$ cat src/rtl/f_pc_unit_pkg.sv
// Shared constants for the fetch-stage PC unit: reset/exception vectors,
// instruction-memory window, exception codes and next-PC select encodings.
package f_pc_unit_pkg;

  localparam logic [31:0] PC_RESET  = 32'h0000_3000;
  localparam logic [31:0] EXC_ENTRY = 32'h0000_4180;
  localparam logic [31:0] IM_LO     = 32'h0000_3000;
  localparam logic [31:0] IM_HI     = 32'h0000_6FFC;

  localparam logic [4:0] EXC_NONE = 5'd0;
  localparam logic [4:0] EXC_ADEL = 5'd4;

  typedef enum logic [1:0] {
    NPC_PC4 = 2'b00,
    NPC_BR  = 2'b01,
    NPC_J   = 2'b10,
    NPC_JR  = 2'b11
  } npc_sel_e;

  // Misaligned or outside the instruction-memory window.
  function automatic logic pc_is_adel(input logic [31:0] pc);
    return (pc[1:0] != 2'b00) || (pc < IM_LO) || (pc > IM_HI);
  endfunction

endpackage

$ cat src/rtl/f_pc_unit_if.sv
// Redirect/control inputs and fetch-state outputs of the PC unit.
// slave = PC unit, master = the surrounding pipeline (or a bench).
interface f_pc_unit_if;

  logic        F_PC_EN;
  logic        Req;
  logic        eret;
  logic [31:0] EPC;
  logic [1:0]  D_NPC_sel;
  logic [31:0] D_target;
  logic        D_is_jb;

  logic [31:0] F_PC;
  logic        F_BD;
  logic [4:0]  F_ExcCode;
  logic [31:0] F_fetch_cnt;

  modport slave (
    input  F_PC_EN, Req, eret, EPC, D_NPC_sel, D_target, D_is_jb,
    output F_PC, F_BD, F_ExcCode, F_fetch_cnt
  );

  modport master (
    output F_PC_EN, Req, eret, EPC, D_NPC_sel, D_target, D_is_jb,
    input  F_PC, F_BD, F_ExcCode, F_fetch_cnt
  );

endinterface

$ cat src/rtl/f_pc_unit_npc_sel.sv
// Next-PC mux, purely combinational: Req > eret > stall > D_NPC_sel.
// load flags every cycle where the PC register takes a new value; no backpressure.
module f_pc_unit_npc_sel
  import f_pc_unit_pkg::*;
(
  input  logic [31:0] pc,
  input  logic        req,
  input  logic        eret,
  input  logic        en,
  input  logic [31:0] epc,
  input  logic [1:0]  sel,
  input  logic [31:0] target,
  output logic [31:0] npc,
  output logic        load
);

  always_comb begin
    npc  = pc;
    load = 1'b0;
    if (req) begin
      npc  = EXC_ENTRY;
      load = 1'b1;
    end else if (eret) begin
      npc  = epc;
      load = 1'b1;
    end else if (en) begin
      load = 1'b1;
      // Branch, jump-imm and jump-reg all arrive pre-resolved as D_target.
      npc  = (sel == NPC_PC4) ? pc + 32'd4 : target;
    end
  end

endmodule

$ cat src/rtl/f_pc_unit.sv
// Fetch PC register, advance counter and fetch address-error check; redirects take
// effect one edge after sampling. F_PC_EN=0 stalls, but Req/eret always redirect.
module f_pc_unit
  import f_pc_unit_pkg::*;
(
  input  logic          clk,
  input  logic          reset,
  f_pc_unit_if.slave    pc_if
);

  logic [31:0] pc_q, pc_d;
  logic [31:0] fetch_cnt_q, fetch_cnt_d;
  logic [31:0] npc;
  logic        load;

  f_pc_unit_npc_sel u_npc_sel (
    .pc     (pc_q),
    .req    (pc_if.Req),
    .eret   (pc_if.eret),
    .en     (pc_if.F_PC_EN),
    .epc    (pc_if.EPC),
    .sel    (pc_if.D_NPC_sel),
    .target (pc_if.D_target),
    .npc    (npc),
    .load   (load)
  );

  always_comb begin
    pc_d        = npc;
    fetch_cnt_d = load ? fetch_cnt_q + 32'd1 : fetch_cnt_q;
  end

  always_ff @(posedge clk or posedge reset) begin
    if (reset) begin
      pc_q        <= PC_RESET;
      fetch_cnt_q <= 32'd0;
    end else begin
      pc_q        <= pc_d;
      fetch_cnt_q <= fetch_cnt_d;
    end
  end

  // A bad PC is only flagged here; CP0 flushes it by raising Req.
  assign pc_if.F_PC        = pc_q;
  assign pc_if.F_fetch_cnt = fetch_cnt_q;
  assign pc_if.F_ExcCode   = pc_is_adel(pc_q) ? EXC_ADEL : EXC_NONE;
  assign pc_if.F_BD        = pc_if.D_is_jb & ~pc_if.Req & ~pc_if.eret;

endmodule

$ cat src/flat_wrapper.sv
// flat-port wrapper written by rule: the top's interface ports become plain ports
module f_pc_unit_flat import f_pc_unit_pkg::*;
  (clk, reset, pc_if_F_PC_EN, pc_if_Req, pc_if_eret, pc_if_EPC, pc_if_D_NPC_sel, pc_if_D_target, pc_if_D_is_jb, pc_if_F_PC, pc_if_F_BD, pc_if_F_ExcCode, pc_if_F_fetch_cnt);
  f_pc_unit_if pc_if_i ();
  input  logic clk;
  input  logic reset;
  input wire logic [$bits(pc_if_i.F_PC_EN)-1:0] pc_if_F_PC_EN;
  input wire logic [$bits(pc_if_i.Req)-1:0] pc_if_Req;
  input wire logic [$bits(pc_if_i.eret)-1:0] pc_if_eret;
  input wire logic [$bits(pc_if_i.EPC)-1:0] pc_if_EPC;
  input wire logic [$bits(pc_if_i.D_NPC_sel)-1:0] pc_if_D_NPC_sel;
  input wire logic [$bits(pc_if_i.D_target)-1:0] pc_if_D_target;
  input wire logic [$bits(pc_if_i.D_is_jb)-1:0] pc_if_D_is_jb;
  output wire logic [$bits(pc_if_i.F_PC)-1:0] pc_if_F_PC;
  output wire logic [$bits(pc_if_i.F_BD)-1:0] pc_if_F_BD;
  output wire logic [$bits(pc_if_i.F_ExcCode)-1:0] pc_if_F_ExcCode;
  output wire logic [$bits(pc_if_i.F_fetch_cnt)-1:0] pc_if_F_fetch_cnt;
  assign pc_if_i.F_PC_EN = pc_if_F_PC_EN;
  assign pc_if_i.Req = pc_if_Req;
  assign pc_if_i.eret = pc_if_eret;
  assign pc_if_i.EPC = pc_if_EPC;
  assign pc_if_i.D_NPC_sel = pc_if_D_NPC_sel;
  assign pc_if_i.D_target = pc_if_D_target;
  assign pc_if_i.D_is_jb = pc_if_D_is_jb;
  assign pc_if_F_PC = pc_if_i.F_PC;
  assign pc_if_F_BD = pc_if_i.F_BD;
  assign pc_if_F_ExcCode = pc_if_i.F_ExcCode;
  assign pc_if_F_fetch_cnt = pc_if_i.F_fetch_cnt;
  f_pc_unit u_core (.clk(clk), .reset(reset), .pc_if(pc_if_i));
endmodule
$ cat config.mk
export PLATFORM = sky130hd
export DESIGN_NAME = f_pc_unit_flat
export DESIGN_NICKNAME = d
export VERILOG_FILES = /design/src/rtl/f_pc_unit_pkg.sv /design/src/rtl/f_pc_unit_if.sv /design/src/rtl/f_pc_unit_npc_sel.sv /design/src/rtl/f_pc_unit.sv /design/src/flat_wrapper.sv
export SDC_FILE = /design/constraint.sdc
export NUM_CORES = 1
export LEC_CHECK = 0
export ABC_AREA = 1
export CORE_MARGIN = 3
export CORE_UTILIZATION = 45
export CTS_BUF_LIST = sky130_fd_sc_hd__clkbuf_2
export CTS_CLUSTER_DIAMETER = 30
export DETAILED_ROUTE_END_ITERATION = 16
export PLACE_DENSITY = 0.73
export SYNTH_ARGS = -nofsm -noshare
export SYNTH_HDL_FRONTEND = slang
export SYNTH_SLANG_ARGS = --single-unit
$ cat constraint.sdc
create_clock -name clk -period 6.7 [get_ports clk]
set_clock_uncertainty 0.15 [all_clocks]
set_input_delay 1.34 -clock clk [delete_from_list [all_inputs] [get_ports clk]]
set_output_delay 1.34 -clock clk [all_outputs]
set_load 0.03 [all_outputs]
# --- After elaboration in Yosys (flattened, before gate mapping) ---
# Cells that the tools add are included.
word_totals:
  out_inout_bits: 70
  input_bits: 72
  ff_bits: 64
  wordCells: 23
classes:
  reduce_logical: 5
  n_mux: 8
  n_addsub: 2
  bitwise_logic: 4
  order_cmp: 2
op_table:
  columns: ["cell", "n"]
  rows:
  - ["32-bit 2-to-1 mux", 4]
  - ["32-bit by 1-bit adder with 32-bit output (second input constant)", 1]
  - ["32-bit by 3-bit adder with 32-bit output (second input constant)", 1]
  - ["32-bit by 15-bit greater-than comparator with 1-bit output (second input constant)", 1]
  - ["32-bit by 14-bit < comparator with 1-bit output (second input constant)", 1]
  - ["1-bit 2-to-1 mux", 3]
  - ["3-bit 2-to-1 mux", 1]
  - ["3-bit nonzero test", 1]
  - ["1-bit AND", 2]
  - ["2-bit zero test", 1]
  - ["1-bit logical OR", 2]
  - ["1-bit inverter", 2]
  - ["2-bit nonzero test", 1]

# --- Logic depth before layout (Yosys ltp) ---
logic_depth:
  word_depth: 5
  depth_mapped: 11
  depth_no_buf: 11

# --- Hierarchy ---
# A second synthesis with hierarchy kept.
hier_totals:
  hier_cells: 620
  area_unflattened_um2: 4471.8
by_module_without_submodules:
  columns: ["mod", "seq_area_each_um2", "n_inst", "cells_each", "area_each_um2"]
  rows:
  - ["f_pc_unit", 1604.0, 1, 284, 2736.4]
  - ["f_pc_unit_npc_sel", 0.0, 1, 336, 1735.4]

# --- Least setup slack after synthesis ---
# OpenSTA, ideal clock, no wires.
synth_timing:
  path_type: "input port to output port"
  start: "input pc_if_eret"
  end: "output pc_if_F_BD"
  t_arrival_ps: 2117
  stages: 3
  required_time_ps: 5210
  setup_slack_ps: 3093
  cell_sequence: "buf_2 buf_1 nor2_1"
synth_via:
  elab_chain_len: 2
synth_rtl:
  columns: ["element", "line_no", "source"]
  rows:
  - ["start: declaration", "flat_wrapper.sv:9", "input wire logic [$bits(pc_if_i.eret)-1:0] pc_if_eret;"]
  - ["1-bit inverter", "f_pc_unit.sv:47", "assign pc_if.F_BD = pc_if.D_is_jb & ~pc_if.Req & ~pc_if.eret;"]
  - ["1-bit AND", "f_pc_unit.sv:47", null]
  - ["end: declaration", "flat_wrapper.sv:15", "output wire logic [$bits(pc_if_i.F_BD)-1:0] pc_if_F_BD;"]
# Every way passes these cells.

# --- Final worst setup path ---
# Same ends and word-level chain as after synthesis.

==> metrics.yaml <==
drt_iter0_drc: 317
start_kind: "input port"
hpwl_mm: 10.6
grt_pass1_wl_mm: 23.3
hold_start: "u_core.pc_if.F_fetch_cnt[11]$_DFFE_PP0P_"
multiInputGateArea_um2: 2630
grt.overflow.total: 0
synth_top_area_share_pct: 33.6
gp_congestion: 0.873
clockPowerShare_pct: 23.2
chipHeight_um: 107
detail-route-antenna-nets: 0
intPower_mw: 0.738
critical_path.most_common_cell: "clkdlybuf4s50_1"
core_um2: 9860
syn_inst: 725
p_seq_share_pct: 42.1
tightest_slew_ns: 1.08
status: "finished, final reports clean"
fin_hold_ws_ns: 0.373
portBuffers: 137
critPathMaxStageDelay_ns: 0.60
setup_violations: 0
finalCritPeriodShare_pct: 64.9
holdPathStages: 1
fmax_mhz: 230
initial_core_util_pct: 46.9
fin_cells: 993
drc: 0
rr_worst_depth: 10
syn_area_per_cell_um2: 6.38
routedWlPerCell_um: 14.5
ys_ff_latch: 64
reg2reg_from: "u_core.pc_if.F_PC[2]$_DFFE_PP0P_"
synth_cell_types: 37
grt_max_degree: 65
gr-usage-all-layers_pct: 25.5
cts_tree: "done"
finalSetupTns_ns: 0
whs_endpoint: "u_core.pc_if.F_fetch_cnt[11]$_DFFE_PP0P_"
r2r_end: "u_core.pc_if.F_PC[18]$_DFFE_PP0P_"
nets: 929
slew_headroom_pct: 27.3
slew_violations: 0
cp.arrival_ns: 2.86
vias: 5095
cts.repair.resized: 0
placed_cell_area_um2: 6080
syn_to_final_growth_pct: 34.4
cts_made_buffers: 9
power.density_nw_per_um2: 194
clockBufferDepth: 2
layout_common_cells: "nand2_1 (242), clkdlybuf4s50_1 (137), nor2_1 (115), inv_1 (71), dfrtp_1 (62)"
critPathKind: "in2out"
hold_path_class: "reg2reg"
peakVddDrop_mv: 0.164
register_area_um2: 1600
cp-end-kind: "output port"
r2r_setup_slack_ns: 4.67
grt_pass1_vias: 4900
place_ws_ns: 2.27
pwr-share-comb_pct: 34.7
die_x_um: 107
n_fill_cell: 898
clk_pin_slew_ns: 0.22
p_switching_mw: 0.467
critical_path_required_ns: 5.21
hold_viol_final: 0
synthTopCellsByArea: "dfrtp_1 (34%), nand2_1 (20%), nor2_1 (9.4%)"
slowest_stage: "clkdlybuf4s50_1"
worstPathMaxFanout: 37
dieArea_um2: 11500
routed_via_density: 5.13
io_pins: 142
finalCriticalPeriod_ns: 4.35
yosys_warnings: 0
ctsHoldBuffers: 0
antennaDiodeCount: 0
cts_root_buf: "clkbuf_2"
drive_gt1_share_pct: 5.58
p_sw_share_pct: 38.8
yosysSeqAreaShare_pct: 34.7
synth_area_leader_cell: "dfrtp_1"
path_cells: "clkdlybuf4s50_1, buf_4, nor2_1, clkdlybuf4s50_1"
htreeDepth: 3
rows: 36
totalWireLength_mm: 14.4
drv_cap: 0
post_cts_buffers: 0
synth_area_um2: 4620
drtPass1Iterations: 5
power.leakage_nw: 2.74
design_area_um2: 6210
grt_antenna_before_repair: 0
layout_setup_ws_ns: 2.35
clock-sinks: 64
final_common_cell: "nand2_1"
clock_latency_ns: 0.53
placedCellCount: 977
rsz0062_at_grt: "no"
## worst max path at each step
| stage | from | endpoint | depth (start not counted) |
|---|---|---|---|
| 6_report | pc_if_eret | pc_if_F_BD | 4 |
| 5_1_grt | pc_if_eret | pc_if_F_BD | 4 |
| 4_1_cts | pc_if_eret | pc_if_F_BD | 4 |
| 3_5_place_dp | pc_if_eret | u_core.pc_if.F_PC[15]$_DFFE_PP0P_ | 9 |
| 3_3_place_gp | pc_if_eret | u_core.pc_if.F_PC[15]$_DFFE_PP0P_ | 9 |
| 2_1_floorplan | pc_if_eret | pc_if_F_BD | 3 |
## cells in the mapped netlist
master     instances
nand2_1          242
nor2_1           116
inv_1             72
dfrtp_1           62
nand3_1           51
a21oi_1           35
o21ai_0           34
xor2_1            16
clkbuf_1           9
xnor2_1            9
nor3_1             8
buf_2              7
nand2_2            7
nor2_4             7
nand4_1            6
nor2_2             6
buf_4              5
buf_1              3
nand3b_1           3
o22ai_1            3
and2_1             2
dfstp_2            2
ha_1               2
inv_2              2
nor4_1             2
o211ai_1           2
o32ai_1            2
a211oi_1           1
a21o_1             1
clkinv_1           1
conb_1             1
nand2_4            1
nand3_2            1
nand3b_4           1
nor3_2             1
nor3_4             1
o2111ai_1          1
## power by group through the flow
stage / combinational (mW) / sequential [mW] / clock (mW)
floorplan: 0.156 / 0.590 / 0
global placement: 0.416 / 0.511 / 0
detailed placement: 0.420 / 0.513 / 0
CTS: 0.422 / 0.507 / 0.285
global route: 0.455 / 0.517 / 0.298
finish: 0.418 / 0.507 / 0.280
## flip-flops by register name, indices dropped and copies added, names as in the netlist
| register | cells |
|---|---|
| u_core.pc_if.F_PC | 32 |
| u_core.pc_if.F_fetch_cnt | 32 |
## through the flow
stage          power, mW  utilization [%]
3_5_place_dp       0.933             61.6
3_3_place_gp       0.927             61.6
4_1_cts             1.21             63.0
2_1_floorplan      0.746                -
6_report            1.21             63.0
5_1_grt             1.27             63.0
## logic make-up (layout without fill, tap and decap cells)
family | Yosys count | after routing | share of synthesized area [%]
DFF | 64 | 64 | 34.7
AOI/OAI and AO/OA | 79 | 79 | 9.09
other | 1 | 4 | 0.0811
and+or+nand+nor | 455 | 455 | 42.2
adders and majority gates | 2 | 2 | 0.541
buffers and inverters | 99 | 231 | 8.63
xor gates and xnor gates | 25 | 25 | 4.74
## final cells by class
class                      count  share of cell area (%)
clock inverter                 6                    1.35
multi-input combinational    565                    42.4
sequential                    64                    25.8
tap                          133                    2.68
timing repair buffer         140                    22.4
clock buffer                  10                   0.805
inverter                      75                    4.53
## per-layer routing
layer  vias up  share of wire [%]  GRT usage (%)  wire length, um
met5         -                  0              0                0
met2       185                 50           45.9             7250
li1       2537                  -              -                -
met4         0                2.3           9.56              337
met3        27                5.5           3.30              791
met1      2346                 42           30.9             6030
## critical path: cells and delay by family
kind / cells / cell delay, ns
buf+inv: 3 / 1.42
simple gates: 1 / 0.10
Power figures use the tool's default switching activity.
